File: config.mk
export PLATFORM = sky130hd
export DESIGN_NAME = bcd_adder_seq
export DESIGN_NICKNAME = d
export VERILOG_FILES = /design/src/rtl/bcd_adder_seq.sv
export SDC_FILE = /design/constraint.sdc
export NUM_CORES = 1
export LEC_CHECK = 0
export ABC_AREA = 1
export CORE_ASPECT_RATIO = 1.2
export CORE_UTILIZATION = 50
export DETAILED_ROUTE_END_ITERATION = 10
export PLACE_DENSITY = 0.79
export SLEW_MARGIN = 20
export SYNTH_ARGS = -nofsm -noshare
export SYNTH_HDL_FRONTEND = slang
export SYNTH_SLANG_ARGS = --single-unit
File: constraint.sdc
create_clock -name clk -period 4.1 [get_ports clk]
set_clock_uncertainty 0.1 [all_clocks]
set_input_delay 0.82 -clock clk [delete_from_list [all_inputs] [get_ports clk]]
set_output_delay 0.82 -clock clk [all_outputs]
set_load 0.1 [all_outputs]
File: src/rtl/bcd_adder_seq.sv
// Sequential packed-BCD adder/subtractor, one decimal digit per clock, LSD first.
// Optional input checking via `define BCD_INPUT_CHECK_EN (adds err output).
module bcd_adder_seq #(
    parameter int DIGITS = 4
) (
    input  logic                  clk,
    input  logic                  rst_n,
    input  logic                  start,
    input  logic                  sub,
    input  logic                  cin,
    input  logic [4*DIGITS-1:0]   a,
    input  logic [4*DIGITS-1:0]   b,
    output logic                  ready,
    output logic                  done,
    output logic [4*DIGITS-1:0]   sum,
`ifdef BCD_INPUT_CHECK_EN
    output logic                  err,
`endif
    output logic                  cout
);

    localparam int W  = 4 * DIGITS;
    localparam int IW = (DIGITS > 1) ? $clog2(DIGITS) : 1;

    localparam logic [1:0] S_IDLE = 2'd0;
    localparam logic [1:0] S_CALC = 2'd1;
    localparam logic [1:0] S_DONE = 2'd2;

    logic [1:0]    state;
    logic [IW-1:0] idx;
    logic [W-1:0]  a_q;
    logic [W-1:0]  b_q;
    logic          sub_q;
    logic          carry;

    logic [3:0]    a_i;
    logic [3:0]    b_i;
    logic [3:0]    bd;
    logic [4:0]    t;
    logic          gt9;
    logic [3:0]    digit;
    logic          last;

    assign ready = (state == S_IDLE);
    assign done  = (state == S_DONE);
    assign last  = (idx == IW'(DIGITS - 1));

    // Digit select is a decoded mux so every part-select index is constant.
    always_comb begin
        a_i = 4'd0;
        b_i = 4'd0;
        for (int i = 0; i < DIGITS; i++) begin
            if (idx == IW'(i)) begin
                a_i = a_q[4*i +: 4];
                b_i = b_q[4*i +: 4];
            end
        end
    end

    // Subtraction adds the 9's complement of b; the initial carry of ~cin
    // completes the 10's complement and folds in the borrow.
    always_comb begin
        bd    = sub_q ? (4'd9 - b_i) : b_i;
        t     = {1'b0, a_i} + {1'b0, bd} + {4'd0, carry};
        gt9   = (t > 5'd9);
        digit = gt9 ? (t[3:0] + 4'd6) : t[3:0];
    end

`ifdef BCD_INPUT_CHECK_EN
    logic bad;

    always_comb begin
        bad = 1'b0;
        for (int i = 0; i < DIGITS; i++) begin
            if ((a[4*i +: 4] > 4'd9) || (b[4*i +: 4] > 4'd9)) begin
                bad = 1'b1;
            end
        end
    end

    always_ff @(posedge clk) begin
        if (!rst_n) begin
            err <= 1'b0;
        end else if (state == S_IDLE && start) begin
            err <= bad;
        end
    end
`endif

    always_ff @(posedge clk) begin
        if (!rst_n) begin
            state <= S_IDLE;
            idx   <= '0;
            a_q   <= '0;
            b_q   <= '0;
            sub_q <= 1'b0;
            carry <= 1'b0;
            sum   <= '0;
            cout  <= 1'b0;
        end else begin
            case (state)
                S_IDLE: begin
                    if (start) begin
                        a_q   <= a;
                        b_q   <= b;
                        sub_q <= sub;
                        carry <= sub ? ~cin : cin;
                        idx   <= '0;
                        sum   <= '0;
                        cout  <= 1'b0;
                        state <= S_CALC;
                    end
                end
                S_CALC: begin
                    for (int i = 0; i < DIGITS; i++) begin
                        if (idx == IW'(i)) begin
                            sum[4*i +: 4] <= digit;
                        end
                    end
                    carry <= gt9;
                    if (last) begin
                        cout  <= gt9;
                        state <= S_DONE;
                    end else begin
                        idx <= idx + 1'b1;
                    end
                end
                S_DONE: begin
                    state <= S_IDLE;
                end
                default: begin
                    state <= S_IDLE;
                end
            endcase
        end
    end

endmodule

==> flow_metrics.env <==
export IMPL_utilization_pct=65.7
export IMPL_cap_viol_max_count=0
export IMPL_hold_depth=2
export IMPL_antenna_found_initial=0
export IMPL_crit_type="flip-flop to flip-flop"
export IMPL_worst_hold_slack_ns=0.367
export IMPL_die_w_um=68.1
export IMPL_pre_cts_ws_ns=0.375
export IMPL_timing_rr_end="sum[6]$_SDFFE_PN0P_"
export IMPL_initial_core_util_pct=52.6
export IMPL_hold_path_end="sum[4]$_SDFFE_PN0P_"
export IMPL_worstReg2RegStart="idx[1]$_SDFFE_PN0P_"
export IMPL_cp_arrival_ns=3.91
export IMPL_intPower_uw=916
export IMPL_final_max_slew_viol_count=0
export IMPL_required_ns=4.24
export IMPL_slew_limit_headroom_pct=35.2
export IMPL_ff2ff_path_depth=21
export IMPL_port_buffers=55
export IMPL_p_switching_uw=628
export IMPL_tritoncts="built"
export IMPL_synth_area_mm2=0.00262
export IMPL_setup_violations=0
export IMPL_worst_slew_pin_slew_ns=0.969
export IMPL_total_leakage_power_uw=0.00135
export IMPL_synth_top_area_share_pct=42.1
export IMPL_drive_gt1_share_pct=10.4
export IMPL_critPathLaunchType="flip-flop"
export IMPL_dp_hpwl_um=4660
export IMPL_finalWirelength_um=6040
export IMPL_clockBufferDepth=2
export IMPL_cts_sinks=55
export IMPL_ioPinCount=56
export IMPL_netlist_instances=347
export IMPL_drt_pre_antenna_iters=4
export IMPL_die_area_mm2=0.00553
export IMPL_grt_setup_unrepaired="false"
export IMPL_synth_avg_cell_area_um2=7.54
export IMPL_hold_buffers=0
export IMPL_yosysTopAreaCell="dfxtp_1"
export IMPL_nNetsFinal=443
export IMPL_yosysUniqueCellTypes=31
export IMPL_insertion_delay_ns=0.31
export IMPL_ys_warnings_count=0
export IMPL_grt_pass1_wl_um=10500
export IMPL_numCtsBuffers=5
export IMPL_core_mm2=0.00497
export IMPL_grt_pass1_vias=2403
export IMPL_wl_per_cell_um=13.3
export IMPL_grt_overflow=0
export IMPL_clkSlewWorstSetupHoldPaths_ns=0.10
export IMPL_num_vias=2390
export IMPL_fin_ws_ns=0.335
export IMPL_clockPowerShare_pct=19.6
export IMPL_hold_violations=0
export IMPL_cts_setup_buffers=0
export IMPL_drt_iter0_drc=99
export IMPL_ant_nets=0
export IMPL_cellPowerDensity_mw_per_mm2=472
export IMPL_pwr_share_seq_pct=39.8
export IMPL_area_growth_pct=24.9
export IMPL_fin_crit_ns=3.76
export IMPL_combPwrFrac_pct=40.6
export IMPL_synth_fp_nets=395
export IMPL_setup_tns_ns=0
export IMPL_hold_start="sum[4]$_SDFFE_PN0P_"
export IMPL_viasPerCell=5.24
export IMPL_min_period_over_period_pct=91.8
export IMPL_grt_max_degree=37
export IMPL_crit_path_max_fanout=11
export IMPL_ir_worst_vdd_uv=304
export IMPL_rows=28
export IMPL_n_antenna_cell=0
export IMPL_gp_congestion=0.819
export IMPL_switching_share_pct=40.7
export IMPL_synth_seq_cells=55
export IMPL_route_detailed_drc=0
export IMPL_fmax_ghz=0.266
export IMPL_htree_levels=2
export IMPL_cts_resized=0
export IMPL_final_fill_count=468
export IMPL_outcome="complete, no violations"
export IMPL_grt_usage_pct=25.0
export IMPL_synth_top_cells_by_area="dfxtp_1, nor2_1, a21oi_1"
export IMPL_min_path_type="flip-flop to flip-flop"
export IMPL_ys_seq_area_share_pct=42.1
export IMPL_die_h_um=81.3
export IMPL_cp_end_kind="flip-flop"
export IMPL_root_buffer="clkbuf_8"
export IMPL_r2r_slack_ns=0.34
==> worst max-delay path, stage by stage (launching register included) <==
cell and delay, ns:
dfxtp_1 0.40, inv_1 0.09, ha_1 0.28, inv_2 0.20, nor2_1 0.07, o31ai_1 0.33
o21a_1 0.20, inv_1 0.08, ha_1 0.27, nand2_1 0.06, o21ai_0 0.09, ha_1 0.39
inv_1 0.07, nand2_2 0.08, nand2_4 0.06, ha_1 0.22, nand2_1 0.06, a21boi_4 0.19
nand2_4 0.08, nand3_1 0.09, nand3_2 0.13, a21oi_1 0.16
==> sequential cells by signal, summed over array words and instances (netlist names) <==
signal / flops
state: 2
idx: 2
a_q: 16
carry: 1
cout: 1
sub_q: 1
sum: 16
b_q: 16
==> cell usage after synthesis <==
cell / number
buf_4: 3
nand3_2: 4
nor2_2: 2
clkinv_4: 1
o31ai_1: 2
o21ai_1: 25
xnor2_1: 2
o21ai_0: 31
inv_2: 3
nor2_1: 81
inv_1: 19
a22oi_1: 1
nand2_2: 9
nand2_4: 3
clkbuf_1: 7
ha_1: 9
o21a_1: 1
buf_2: 7
o211ai_1: 2
fa_1: 2
a31oi_1: 1
nand2_1: 25
a21boi_4: 1
inv_4: 2
a21oi_2: 3
nor3_1: 1
nand3_1: 8
xor2_1: 1
a21oi_1: 34
o21ai_2: 2
dfxtp_1: 55
==> power groups by stage <==
| stage | registers [uW] | logic (uW) | clock network (uW) |
|---|---|---|---|
| 2_1_floorplan | 751 | 353 | 0 |
| 3_5_place_dp | 626 | 628 | 0 |
| 3_3_place_gp | 625 | 609 | 0 |
| 6_report | 615 | 627 | 303 |
| 4_1_cts | 615 | 628 | 307 |
| 5_1_grt | 621 | 688 | 327 |
==> cell usage in the layout (no fill, tap or decap), drive strengths merged, types with 2 or more instances in the layout <==
master         synthesis  layout
a21oi                 37      37
nor2                  83      83
fa                     2       2
clkbuf                 7       5
ha                     9       9
o211ai                 2       2
buf                   10       3
o31ai                  2       2
nand3                 12      12
clkinv                 1       3
xnor2                  2       2
inv                   24      25
clkdlybuf4s50          0      55
o21ai                 58      58
nand2                 37      37
dfxtp                 55      55
==> final cells by class <==
| cell class | count | area [um2] | area share (%) |
|---|---|---|---|
| well taps | 60 | 75.1 | 2.30 |
| repair buffers | 58 | 573 | 17.5 |
| multi-input cells | 250 | 1330 | 40.6 |
| flip-flops and latches | 55 | 1100 | 33.7 |
| inverters | 25 | 104 | 3.18 |
| clock buffers | 5 | 68.8 | 2.10 |
| clock inverters | 3 | 18.8 | 0.574 |
==> metrics by stage <==
| step | instance area (um2) | power, uW | std cells |
|---|---|---|---|
| after floorplan | 2620 | 1100 | 347 |
| after global placement | 3180 | 1230 | 448 |
| after detailed placement | 3180 | 1250 | 448 |
| after CTS | 3270 | 1550 | 456 |
| after global routing | 3270 | 1640 | 456 |
| final | 3270 | 1540 | 456 |
==> kinds of logic after synthesis <==
group / share of synthesized area (%)
xor gates and xnor gates: 1.00
adders and majority gates: 5.83
buffers and inverters: 7.17
DFF: 42.1
AOI/OAI and AO/OA: 21.6
and+or+nand+nor: 22.4
==> how the worst max path moves through the flow <==
stage / start / endpoint / slack, ns / cells after the start
finish: idx[1]$_SDFFE_PN0P_ / sum[6]$_SDFFE_PN0P_ / 0.34 / 21
global route: idx[1]$_SDFFE_PN0P_ / sum[14]$_SDFFE_PN0P_ / 0.02 / 21
CTS: idx[1]$_SDFFE_PN0P_ / sum[6]$_SDFFE_PN0P_ / 0.34 / 21
detailed placement: idx[1]$_SDFFE_PN0P_ / sum[2]$_SDFFE_PN0P_ / 0.38 / 21
global placement: idx[1]$_SDFFE_PN0P_ / sum[11]$_SDFFE_PN0P_ / 0.43 / 22
floorplan: idx[1]$_SDFFE_PN0P_ / sum[11]$_SDFFE_PN0P_ / 0.82 / 23
==> metal layers <==
layer	GRT usage, %	vias to the layer above	share of wire (%)
li1	-	1238	-
met1	28.5	1081	44
met2	45.0	57	51
met3	5.06	14	3.2
met4	8.75	0	2.1
met5	0	-	0
Power figures use the tool's default switching activity.
